`config.mk`:
```
export PLATFORM = sky130hd
export DESIGN_NAME = prog_out_func
export DESIGN_NICKNAME = d
export VERILOG_FILES = /design/src/rtl/prog_out_func_pkg.sv /design/src/rtl/prog_out_func_lut_regfile.sv /design/src/rtl/prog_out_func.sv
export SDC_FILE = /design/constraint.sdc
export NUM_CORES = 1
export LEC_CHECK = 0
export ABC_AREA = 1
export CORE_MARGIN = 2
export CORE_UTILIZATION = 47
export CTS_CLUSTER_DIAMETER = 60
export CTS_CLUSTER_SIZE = 30
export DETAILED_ROUTE_END_ITERATION = 10
export GPL_ROUTABILITY_DRIVEN = 0
export PLACE_DENSITY_LB_ADDON = 0.12
export RECOVER_POWER = 100
export SKIP_CTS_REPAIR_TIMING = 1
export SYNTH_ARGS = -nofsm -noshare
export SYNTH_HDL_FRONTEND = slang
export SYNTH_SLANG_ARGS = --single-unit
```
`constraint.sdc`:
```
create_clock -name clk -period 2.1 [get_ports clk]
set_input_delay 0.42 -clock clk [delete_from_list [all_inputs] [get_ports clk]]
set_output_delay 0.42 -clock clk [all_outputs]
set_load 0.005 [all_outputs]
```
`src/rtl/prog_out_func_pkg.sv`:
```
// prog_out_func_pkg: shared constants and helpers for the programmable
// automaton output-function table.
//   OUT_FUNC_IN_W / OUT_FUNC_OUT_W : default lookup address / entry widths
//   OUT_FUNC_INIT                  : default packed reset table
//   init_entry(init, i, w)         : entry i (w bits wide) of a packed table
package prog_out_func_pkg;

   localparam int unsigned OUT_FUNC_IN_W  = 4;
   localparam int unsigned OUT_FUNC_OUT_W = 4;
   localparam logic [63:0] OUT_FUNC_INIT  = 64'h0448_3072_2d7c_52ac;

   // Widest packed table / entry the helper can slice.
   localparam int unsigned INIT_MAX_W  = 1024;
   localparam int unsigned ENTRY_MAX_W = 32;

   // Returns entry i of a packed table, zero-extended to ENTRY_MAX_W.
   function automatic logic [ENTRY_MAX_W-1:0] init_entry(
      input logic [INIT_MAX_W-1:0] init,
      input int unsigned           i,
      input int unsigned           w = OUT_FUNC_OUT_W
   );
      logic [INIT_MAX_W-1:0] shifted;
      logic [INIT_MAX_W-1:0] mask;
      shifted = init >> (w * i);
      mask    = (INIT_MAX_W'(1) << w) - INIT_MAX_W'(1);
      return ENTRY_MAX_W'(shifted & mask);
   endfunction

endpackage

```
`src/rtl/prog_out_func_lut_regfile.sv`:
```
// lut_regfile: DEPTH x OUT_W register array holding the output-function table.
//   clk, rst_n  : clock, synchronous active-low reset (loads INIT)
//   restore     : one-cycle strobe, reloads the whole array from INIT
//   wr_en/addr/data : single write port (caller has already applied lock)
//   rd_addr     : asynchronous read address
//   rd_data     : read data, reflecting a same-cycle write or restore
module lut_regfile
   import prog_out_func_pkg::*;
#(
   parameter int unsigned AW    = OUT_FUNC_IN_W,
   parameter int unsigned OUT_W = OUT_FUNC_OUT_W,
   parameter logic [(2**AW)*OUT_W-1:0] INIT = OUT_FUNC_INIT
) (
   input  logic             clk,
   input  logic             rst_n,
   input  logic             restore,
   input  logic             wr_en,
   input  logic [AW-1:0]    wr_addr,
   input  logic [OUT_W-1:0] wr_data,
   input  logic [AW-1:0]    rd_addr,
   output logic [OUT_W-1:0] rd_data
);

   localparam int unsigned DEPTH = 2**AW;
   localparam logic [INIT_MAX_W-1:0] INIT_EXT = INIT_MAX_W'(INIT);

   logic [OUT_W-1:0] init_mem [DEPTH];
   logic [OUT_W-1:0] mem_q    [DEPTH];

   for (genvar g = 0; g < DEPTH; g++) begin : g_init
      assign init_mem[g] = OUT_W'(init_entry(INIT_EXT, unsigned'(g), OUT_W));
   end

   always_ff @(posedge clk) begin
      if (!rst_n || restore) begin
         for (int i = 0; i < DEPTH; i++) begin
            mem_q[i] <= init_mem[i];
         end
      end else if (wr_en) begin
         mem_q[wr_addr] <= wr_data;
      end
   end

   // Read returns what the array will hold after this edge, so a registered
   // lookup sees a same-cycle restore or accepted write.
   always_comb begin
      rd_data = mem_q[rd_addr];
      if (restore) begin
         rd_data = init_mem[rd_addr];
      end else if (wr_en && (wr_addr == rd_addr)) begin
         rd_data = wr_data;
      end
   end

endmodule

```
`src/rtl/prog_out_func.sv`:
```
// prog_out_func: programmable output-function LUT with registered lookup.
//   clk, rst_n        : clock, synchronous active-low reset
//   in_valid, in      : lookup request and address
//   out_valid, out    : registered lookup result (out holds when no lookup)
//   wr_en/addr/data   : table write port
//   lock              : level, blocks writes (rejected writes pulse wr_err)
//   restore           : one-cycle strobe, reload table from INIT
//   wr_err            : registered one-cycle pulse for a rejected write
module prog_out_func
   import prog_out_func_pkg::*;
#(
   parameter int unsigned IN_W  = OUT_FUNC_IN_W,
   parameter int unsigned OUT_W = OUT_FUNC_OUT_W,
   parameter logic [(2**IN_W)*OUT_W-1:0] INIT = OUT_FUNC_INIT
) (
   input  logic             clk,
   input  logic             rst_n,
   input  logic             in_valid,
   input  logic [IN_W-1:0]  in,
   output logic             out_valid,
   output logic [OUT_W-1:0] out,
   input  logic             wr_en,
   input  logic [IN_W-1:0]  wr_addr,
   input  logic [OUT_W-1:0] wr_data,
   input  logic             lock,
   input  logic             restore,
   output logic             wr_err
);

   logic             wr_accept;
   logic             wr_reject;
   logic [OUT_W-1:0] rd_data;
   logic [OUT_W-1:0] out_q;
   logic             out_valid_q;
   logic             wr_err_q;

   // Restore swallows any same-cycle write, including a locked one.
   assign wr_accept = wr_en && !lock && !restore;
   assign wr_reject = wr_en &&  lock && !restore;

   lut_regfile #(
      .AW    (IN_W),
      .OUT_W (OUT_W),
      .INIT  (INIT)
   ) u_lut (
      .clk     (clk),
      .rst_n   (rst_n),
      .restore (restore),
      .wr_en   (wr_accept),
      .wr_addr (wr_addr),
      .wr_data (wr_data),
      .rd_addr (in),
      .rd_data (rd_data)
   );

   always_ff @(posedge clk) begin
      if (!rst_n) begin
         out_q       <= '0;
         out_valid_q <= 1'b0;
         wr_err_q    <= 1'b0;
      end else begin
         out_valid_q <= in_valid;
         wr_err_q    <= wr_reject;
         if (in_valid) begin
            out_q <= rd_data;
         end
      end
   end

   assign out       = out_q;
   assign out_valid = out_valid_q;
   assign wr_err    = wr_err_q;

endmodule

```
* Word level (Yosys, flattened, before mapping)
Memory sizes are Yosys's and may differ from the RTL's.
Index checks and enable logic that the tools add are counted.
** Storage, ports and cells
- Flip-flop bits (word level) :: 6
- Memory bits (writable) :: 64
- ROM bits :: 64
- Bits of input ports :: 18
- Output and inout bits :: 6
- Logic and storage cells :: 30
- Memories kept :: 2
** Memories
- (name not given) :: depth 16, width 4, read ports 1, clocked after memory_dff 0, wr ports 0, line prog_out_func_lut_regfile.sv:49 : rd_data = init_mem[rd_addr];
- u_lut.mem_q :: depth 16, width 4, read ports 1, clocked after memory_dff 0, wr ports 16, line prog_out_func_lut_regfile.sv:28 : logic [OUT_W-1:0] mem_q [DEPTH];
** Operators by class
- Magnitude comparators :: 1
- Equality and inequality tests :: 1
- Multiplexer cells :: 12
- Bitwise logic cells :: 1
- Reduce and logical (&&, ||, !) cells :: 10
** Operator list (number)
- $mux W4 :: 6
- $mux W1 :: 6
- $ge A5 B5 Y1 const B :: 1
- $logic_and A1 B1 Y1 :: 5
- $not A4 Y5 :: 1
- $eq A4 B4 Y1 :: 1
- $reduce_or A4 Y1 :: 1
- $logic_not A1 Y1 :: 3
- $logic_or A1 B1 Y1 :: 1

* Logic depth before layout (Yosys ltp)
Gate-level depths: netlist (run 1).
- Word-level depth :: 8
- Depth in mapped cells :: 14
- Depth with buffers taken out :: 12

* Hierarchy
From an unflattened synthesis (run 1), not the netlist that was laid out.
** Unflattened totals
- Cells, all modules :: 472
- Area total of the unflattened synthesis :: 3838.7 µm²
** Modules (own cells, without submodules)
- lut_regfile :: instances 1, cells each 438, area each 3595.9 µm², seq. area each 1921.8 µm²
- prog_out_func :: instances 1, cells each 34, area each 242.7 µm², seq. area each 120.1 µm²

* Least setup slack after synthesis (run 1)
No wires, ideal clock.
- Kind :: input to register
- From :: input port in[0]
- To :: register out_q[1], in the netlist out[1]
- Library setup time :: 118 ps
- Arrival :: 1498 ps
- Required time :: 1982 ps
- Slack :: 484 ps
- Stages on the path :: 10
- Path buffers :: 2
- Path through :: buf_4 inv_4 buf_4 ha_1 nand2_1 nand2_1 a21oi_1 a21oi_1 nand2_1 a21oi_1
** On the way
- Word-level cells in the longest chain between the ends :: 5
- Elaborated cells on any way between the ends :: 9
- Those cells by class :: 1 x eq/ne; 4 x mux; 1 x bitwise; 1 x reduce/logical; 2 x memory
** RTL lines
- start, declared :: line prog_out_func.sv:19 : input logic [IN_W-1:0] in,
- $not A4 Y5 (implied by the code) :: line prog_out_func_lut_regfile.sv:49
- $mem_v2 Z16 W4
- $mux W4 (implied by the code) (2 in a row) :: line prog_out_func_lut_regfile.sv:49
- $mux W4 * :: line prog_out_func_lut_regfile.sv:48 : if (restore) begin
- end signal, assigned :: line prog_out_func.sv:65 : out_q <= rd_data;
- end, declared :: line prog_out_func.sv:33 : logic [OUT_W-1:0] out_q;
Every way passes the cells marked *; elsewhere a longest branch is shown, timed or not. The select of a mux whose other input is x is not followed.
A chain may end at the register's enable or synchronous reset.

==> impl_metrics.csv, run 1 <==
group,metric,value,unit
die,core_area,7690,um2
hold_path,min_path_type,"flip-flop to flip-flop",
route,avgViaCountPerCell,4.98,
cts,cts_tree,"yes",
sta,finalSetupViolCount,0,
sta,max_slew_headroom,66.0,%
global_routing,combined_global_route_utilization_of_all_metal_layers,21.9,%
sta,slew_viol_final,0,
sta,timing_worst_slew_pin_value,0.509,ns
die,total_die_area,8640,um2
final_layout,antenna_cells,0,
synthesis,synth_fp_nets,485,
critical_path,path_class,"primary input to flip-flop",
critical_path,arrival,2.03,ns
synthesis,async_flop_share,0,%
critical_path,timing.reg2reg.setup_slack,0.86,ns
cts,register_clock_pin_slew_on_the_reported_worst_setup_and_hold_paths,0.07,ns
final_layout,num-fill-cells,711,
pwr,p_leak,1.96,nW
die,die_w,92.9,um
critical_path,worst_r2r_endpoint,"out[0]",
cts,cts.sink_count,70,
final_layout,area.growth.synth_to_final,21.9,%
sta,layout_setup_ws,0.111,ns
synthesis,synth-seq-area-share,54.9,%
cts,cts-buffers-inserted,9,
synthesis,post_synth_num_cell_types,26,
die,dieHeight,92.9,um
final_layout,drive_gt1_share,12.7,%
final_layout,design.final.nets,547,
synthesis,synth.cell_area,3720,um2
global_routing,largest_net_degree_at_the_start_of_global_routing,31,
sta,hold_viol_final,0,
placement,placed_cell_count,615,
route,dr_total_vias,3145,
route,dr.pass1.iters,5,
sta,timing.clock.skew,0.0115,ns
synthesis,syn_area_per_cell,8.05,um2
sta,clock.fmax,503,MHz
route,detail_route.drc_violations,0,
die,ios,24,
pwr,power-per-cell-area,695,nW/um2
sta,rsz0062_at_grt,"no",
route,post_drt_wl_per_cell,14.0,um
critical_path,start_kind,"primary input",
critical_path,r2r-start,"u_lut.mem_q[14][0]",
job,drv_cap,0,
cts,cts_max_level,3,
route,routed_wirelength,8.85,mm
synthesis,postSynth.topFlopCell,"edfxtp_1",
global_routing,initial_antenna_violation_count,0,
critical_path,cp_capture_type,"flip-flop",
die,row_count,32,
placement,detailedPlace.worstSlack,-0.136,ns
sta,final.min_clock_period,1.99,ns
critical_path,setup.worst_path.end,"u_lut.mem_q[13][1]",
critical_path,critical_path_required,2.14,ns
sta,final_min_period_over_clock_period,94.7,%
outcome,outcome,"completed",
final_layout,final_core_utilization,58.9,%
synthesis,post_synth_inst_count,462,
global_routing,globalRouteOverflowTotal,0,
synthesis,postSynthRegisterBits,70,
final_layout,finish.cell_count_without_fillers,631,
critical_path,critical_path.startpoint,"rst_n",
route,route.antenna.remaining_nets,0,
global_routing,global_route_wire_length_before_repair,14.4,mm
critical_path,critPathMaxFanout,16,
pwr,peakVddDrop,0.401,mV
synthesis,synth.largest_area_cell,"edfxtp_1",
synthesis,synth_edf_count,64,
cts,cts_root_buf,"clkbuf_8",
placement,dpl.hpwl,6.62,mm
synthesis,total_of_warnings_raised_by_yosys,0,
placement,place.port_buffers,23,
synthesis,synth_area_leaders,"edfxtp_1 (52%), nand2_1 (18%), nor2_1 (6.8%)",
critical_path,r2r.worst_path.cells,10,
global_routing,first_global_vias,3114,
route,drt_iter0_drc,185,
cts,clock_tree.buffer_depth,2,
synthesis,synthDominantCellAreaShare,51.7,%
cts,insertion_delay,0.34,ns
die,initial_utilization,48.4,%
hold_path,hold_path_startpoint,"out[1]",
stage by stage:
step	power (mW)	hold WS [ns]	TNS [ns]	area [um2]
global placement	2.03	0.454	-1.70	4390
floorplan	1.86	0.462	0	3720
detailed placement	2.04	0.461	-4.00	4390
CTS	3.18	0.471	0	4600
finish	3.15	0.465	0	4530
global route	3.28	0.479	0	4530
layout make-up:
| class | count | area [um2] | share of cell area [%] |
|---|---|---|---|
| Clock inverter | 5 | 73.8 | 1.63 |
| Multi-Input combinational cell | 315 | 1340 | 29.6 |
| Sequential cell | 70 | 2040 | 45.1 |
| Timing Repair Buffer | 68 | 587 | 13.0 |
| Tap cell | 102 | 128 | 2.82 |
| Clock buffer | 11 | 131 | 2.90 |
| Inverter | 60 | 228 | 5.03 |
cells in the final DEF, fill, tap and decap left out, types with 7 or more instances in the layout:
cell and instances:
nand2_1 175, nor2_1 71, edfxtp_1 64, nand3_1 41, inv_1 33, buf_4 20
clkdlybuf4s50_1 15, clkinv_1 14, inv_2 13, clkbuf_1 13, clkbuf_8 9, dlygate4sd3_1 8
clkbuf_4 8, a21oi_1 7
routing by layer:
metal	routed length, um	part of all wire, %	vias up	GRT usage (%)
li1	-	-	1580	-
met1	4000	45	1439	28.3
met2	4150	47	109	36.5
met3	520	5.9	17	4.88
met4	177	2.0	0	7.11
met5	0	0	-	0
cell families after synthesis:
logic type	Yosys count	synth area share [%]
AOI/OAI and AO/OA	15	2.29
DFF	70	54.9
buffers and inverters	77	8.72
and+or+nand+nor	295	32.4
adders and majority gates	5	1.68
worst min path at each step:
| stage | slack [ns] | depth (start not counted) | to |
|---|---|---|---|
| final | 0.47 | 2 | out[1] |
| after detailed placement | 0.46 | 2 | out[2] |
| after floorplan | 0.46 | 2 | out[0] |
| after global placement | 0.45 | 2 | out[2] |
| after global routing | 0.48 | 2 | out[1] |
| after CTS | 0.47 | 2 | out[1] |
power by group:
part / internal, mW / total [mW] / switching [mW] / leakage (nW)
clock: 0.662 / 1.15 / 0.489 / 0.105
combinational: 0.153 / 0.389 / 0.236 / 1.16
sequential: 1.59 / 1.61 / 0.0218 / 0.701
total: 2.40 / 3.15 / 0.747 / 1.96
worst max-delay path, cell delays in order:
cell,delay [ns]
dlygate4sd3_1,0.57
clkbuf_4,0.15
inv_1,0.08
nor2_1,0.11
clkbuf_2,0.44
nand2_1,0.25
flip-flops by register name, summed over array words and instances (netlist names):
name and cells:
out 4, u_lut.mem_q 64, out_valid 1, wr_err 1
cells in the mapped netlist (2+ instances only):
| cell type | count |
|---|---|
| inv_1 | 33 |
| nand3_2 | 2 |
| nand2_1 | 175 |
| o21ai_1 | 4 |
| edfxtp_1 | 64 |
| nor2_2 | 6 |
| ha_1 | 5 |
| nor2_1 | 67 |
| clkbuf_1 | 6 |
| clkinv_1 | 4 |
| buf_4 | 5 |
| a21oi_1 | 7 |
| buf_2 | 5 |
| dfxtp_1 | 6 |
| inv_2 | 22 |
| nand3_1 | 41 |
No activity file was read; power rests on OpenSTA's default activity.
==> run 2: changes to the inputs <==
--- a/config.mk
+++ b/config.mk
@@ -12,9 +12,11 @@
 export CTS_CLUSTER_SIZE = 30
 export DETAILED_ROUTE_END_ITERATION = 10
 export GPL_ROUTABILITY_DRIVEN = 0
+export GPL_TIMING_DRIVEN = 0
 export PLACE_DENSITY_LB_ADDON = 0.12
 export RECOVER_POWER = 100
 export SKIP_CTS_REPAIR_TIMING = 1
+export SLEW_MARGIN = 25
 export SYNTH_ARGS = -nofsm -noshare
 export SYNTH_HDL_FRONTEND = slang
 export SYNTH_SLANG_ARGS = --single-unit
==> constraint.sdc (replaced) <==
create_clock -name clk -period 2.1 [get_ports clk]
set_input_delay 0.21 -clock clk [delete_from_list [all_inputs] [get_ports clk]]
set_output_delay 0.21 -clock clk [all_outputs]
set_load 0.005 [all_outputs]
==> run 2 against run 1 <==
Core utilization is 3.8 points lower. Critical path depth rose by 4. Die area unchanged. Setup slack improved by 0.048 ns. First-iteration DRC count rose by 22%. Critical endpoint is now u_lut.mem_q[9][2]. Largest cell class unchanged. Largest power group unchanged. Highest routed layer unchanged.
==> impl_metrics.csv, run 2 (same netlist as run 1, synthesis figures left out) <==
group,metric,value,unit
outcome,outcome,"completed",
die,initial_utilization,48.4,%
die,core_area,7690,um2
route,post_drt_wl_per_cell,15.7,um
global_routing,global_route_wire_length_before_repair,14.8,mm
hold_path,min_delay_path_depth,3,
sta,max_slew_headroom,51.9,%
placement,place.port_buffers,23,
route,route.antenna.remaining_nets,0,
hold_path,min_path_type,"primary input to flip-flop",
cts,cts_max_level,3,
sta,final.min_clock_period,1.94,ns
final_layout,final_common_cell,"nand2_1",
route,dr_total_vias,3088,
cts,cts-buffers-inserted,9,
sta,slew_viol_final,0,
placement,detailedPlace.worstSlack,-0.575,ns
critical_path,critPathMaxFanout,6,
cts,clock_tree.buffer_depth,2,
pwr,total_power,2.89,mW
sta,hold_viol_final,0,
pwr,p_leak,1.81,nW
final_layout,largest_reg_flops,64,
final_layout,drive_gt1_share,10.2,%
global_routing,combined_global_route_utilization_of_all_metal_layers,23.5,%
final_layout,largest_register,"u_lut.mem_q",
global_routing,first_global_vias,2894,
die,total_die_area,8640,um2
final_layout,final_core_utilization,55.1,%
cts,cts.sink_count,70,
final_layout,antenna_cells,0,
die,die_w,92.9,um
final_layout,commonest_cells_after_routing_fill_and_taps_aside,"nand2_1 (175), nor2_1 (68), edfxtp_1 (64)",
critical_path,cp_capture_type,"flip-flop",
route,detail_route.drc_violations,0,
final_layout,design.final.nets,519,
sta,fin_setup_tns,0,ns
placement,placed_cell_count,587,
sta,clock.fmax,515,MHz
final_layout,finish.cell_count_without_fillers,603,
route,dr.pass1.iters,5,
sta,layout_setup_ws,0.159,ns
sta,final_min_period_over_clock_period,92.4,%
sta,timing_worst_slew_pin_value,0.721,ns
route,drt_iter0_drc,226,
die,dieHeight,92.9,um
critical_path,path_class,"primary input to flip-flop",
critical_path,r2r.worst_path.cells,12,
route,routed_wirelength,9.44,mm
route,avgViaCountPerCell,5.12,
final_layout,area.growth.synth_to_final,14.0,%
critical_path,critical_path_required,2.15,ns
die,ios,24,
global_routing,largest_net_degree_at_the_start_of_global_routing,12,
sta,timing.clock.skew,0.00748,ns
placement,dpl.hpwl,6.74,mm
cts,register_clock_pin_slew_on_the_reported_worst_setup_and_hold_paths,0.07,ns
critical_path,arrival,1.99,ns
cts,cts_tree,"yes",
cts,insertion_delay,0.35,ns
final_layout,design_area,4240,um2
global_routing,initial_antenna_violation_count,0,
placement,dpl-instance-area,4080,um2
job,drv_cap,0,
critical_path,start_kind,"primary input",
sta,rsz0062_at_grt,"no",
cts,cts_root_buf,"clkbuf_8",
sta,finalSetupViolCount,0,
sta,whs,0.421,ns
pwr,peakVddDrop,0.316,mV
die,row_count,32,
pwr,power-per-cell-area,682,nW/um2
global_routing,globalRouteOverflowTotal,0,
run 2: path summary, 6_finish.rpt:
path / end / slack, ns / start
worst min register to register: out[1] / 0.46 / out[1]
worst min-delay path: out_valid / 0.42 / in_valid
worst max register to register: out[3] / 0.84 / u_lut.mem_q[9][3]
worst max-delay path: u_lut.mem_q[9][2] / 0.16 / restore
run 2: final cells by class:
cell class / count / area (um2)
fillers: 752 / 3450
inverters: 60 / 228
clock inverters: 5 / 26.3
clock buffers: 11 / 131
multi-input cells: 315 / 1350
repair buffers: 23 / 230
plain buffers: 17 / 97.6
flip-flops and latches: 70 / 2040
well taps: 102 / 128
run 2: layer usage:
layer	global-route usage, %	routed length [um]	vias to the layer above
li1	-	-	1523
met3	6.43	709	18
met1	30.9	4190	1430
met5	0	0	-
met2	37.7	4330	117
met4	7.72	213	0
run 2: where the power goes:
part	switching (mW)	internal [mW]
Sequential	0.0212	1.59
Combinational	0.244	0.124
Clock	0.495	0.419
Total	0.759	2.13
run 2: worst max-delay path: stages:
cell             delay [ns]
clkdlybuf4s50_1        0.53
inv_2                  0.14
nand2_1                0.08
nor2_2                 0.13
nand2_1                0.13
inv_2                  0.11
nand3_2                0.14
nor2_1                 0.29
inv_2                  0.06
nand2_1                0.15
==> edit: new RTL, config.mk and constraints of run 2 <==
Register the input `in` before use, without a reset. The logic sees it one clock later. The other inputs are not delayed to match.
--- a/src/rtl/prog_out_func.sv
+++ b/src/rtl/prog_out_func.sv
@@ -27,6 +27,12 @@
    output logic             wr_err
 );
 
+   logic [IN_W-1:0] in_q;
+
+   always_ff @(posedge clk) begin
+      in_q <= in;
+   end
+
    logic             wr_accept;
    logic             wr_reject;
    logic [OUT_W-1:0] rd_data;
@@ -49,7 +55,7 @@
       .wr_en   (wr_accept),
       .wr_addr (wr_addr),
       .wr_data (wr_data),
-      .rd_addr (in),
+      .rd_addr (in_q),
       .rd_data (rd_data)
    );
 
Function: changed (Yosys sat finds a counterexample within 4 cycles, from zero or initial values and one cycle with rst_n low).
==> edit against run 2 <==
- power grew 8.4%
- sequential share of layout area grew 0.16 points
- worst hold slack lost 0.029 ns
- sequential power grew 6%
- design area grew 3.6%
- sequential cell count grew 4
- routed wire length grew 2.7%
- global-route usage grew 0.081 points
- core utilization grew 1.1 points
- synthesized area grew 3.4%
- synthesized cell count grew 0.65%
- clock power grew 17%
- setup slack gained 0.027 ns
- clock skew grew 0.0045 ns
- critical path type unchanged
==> edit: results (changes against run 2) <==
drt:
  wl_per_cell_um: 16.0  # +2.2%
  met3RoutedLength_um: 674  # -4.9%
  vias: 3070  # -0.58%
  met1Wirelength_um: 4270  # +2.0%
  firstDrtPassIters: 4  # -1
  detailroute.wirelength.met2_um: 4570  # +5.5%
  detailedRoute.firstIterationViolations: 220  # -2.7%
yosys:
  synth_nets: 488  # +0.62%
  seq_area_frac_synth_pct: 55.2  # +0.26 points
  yosys.cell_types.count: 28  # +7.7%
  synthFlopType: "edfxtp_1"
  synth.area.mux_share_pct: 0  # unchanged
  synth_compound_gate_area_share_pct: 2.25  # -0.043 points
  post_synth.cell_area_avg_um2: 8.27  # +2.8%
  ys_top_cells_by_count: "nand2_1 (171), nor2_1 (68), edfxtp_1 (64), nand3_1 (40), inv_1 (33)"
  post_synth_main_area_contributors: "edfxtp_1 (50%), nand2_1 (17%), nor2_1 (6.6%)"
  adder_and_majority_gate_portion_of_the_synthesized_area_pct: 1.63  # -0.056 points
power_and_ir_drop:
  p_seq_w: 0.00170  # +6%
  static-leakage-power_nw: 1.87  # +3.6%
  power_switching_w: 0.000806  # +6.1%
  vdd_ir_drop_max_mv: 0.247  # -22%
placement:
  dp_hpwl_um: 6820  # +1.3%
  port_buffers: 23  # unchanged
  dp_cells: 590  # +0.51%
  dp_slack_ns: -0.536  # +0.0394 ns
global_route:
  grt_use_total_pct: 23.6  # +0.081 points
  grtUsageMet1_pct: 31.4  # +0.43 points
  grt_pass1_vias: 2959  # +2.2%
  grt_use_met3_pct: 5.11  # -1.3 points
  wire_length_of_the_first_global_routing_pass_um: 15300  # +3.2%
  grt_max_degree: 13  # +1
  grt.met2_usage_pct: 37.8  # +0.12 points
clock_tree:
  clock_latency_ns: 0.36
worst_hold_path:
  worstHoldPathCells: 1  # -2
cells_and_area:
  non_filler_cells_final: 606  # +0.50%
  fillCellCount: 736  # -2.1%
  final_layout_size_suffix_gt1_share_pct: 10.7  # +0.53 points
  antenna_cells_inserted: 0  # unchanged
  net_total_in_the_final_layout: 522  # +0.58%
timing:
  timing.clock.skew_ns: 0.0120  # +0.00448 ns
  max-slew-margin-rel_pct: 53.1  # +1.1 points
  timing.hold.ws_ns: 0.392  # -0.0286 ns
  fmax_mhz: 523  # +1.4%
critical_path:
  cpLargestDelayFamily: "buffers and inverters"
  worst-endpoint-arrival_ns: 1.97  # -0.02 ns
  setup.worst_path.class: "input port to register"
  worstRegToRegCells: 9  # -3
  reg2reg_setup_slack_ns: 0.27  # -0.57 ns
  critical_path.max_fanout: 6  # unchanged
outcome:
  outcome: "completed"
## edit: metrics by stage
stage               power, W  TNS [ns]  cell area [um^2]  util [%]
global route         0.00326         0              4390      56.2
finish               0.00313         0              4390      56.2
global placement     0.00209    -21.12              4200      53.8
CTS                  0.00315     -5.62              4390      56.2
floorplan            0.00195         0              3840         -
detailed placement   0.00210    -23.33              4200      53.8
## edit: cell type report
type / instances / area share [%]
well taps: 102 / 2.91
flip-flops and latches: 74 / 48.4
repair buffers: 23 / 5.25
plain buffers: 16 / 2.40
inverters: 60 / 5.22
clock inverters: 7 / 1.37
clock buffers: 9 / 2.82
multi-input cells: 315 / 31.7
## edit: path summary, 6_finish.rpt
check | startpoint | to
min | in[2] | in_q[2]$_DFF_P_
max reg2reg | in_q[1]$_DFF_P_ | out[0]$_SDFFE_PN0P_
max | restore | u_lut.mem_q[4][3]$_SDFFCE_PN1P_
min reg2reg | out[0]$_SDFFE_PN0P_ | out[0]$_SDFFE_PN0P_
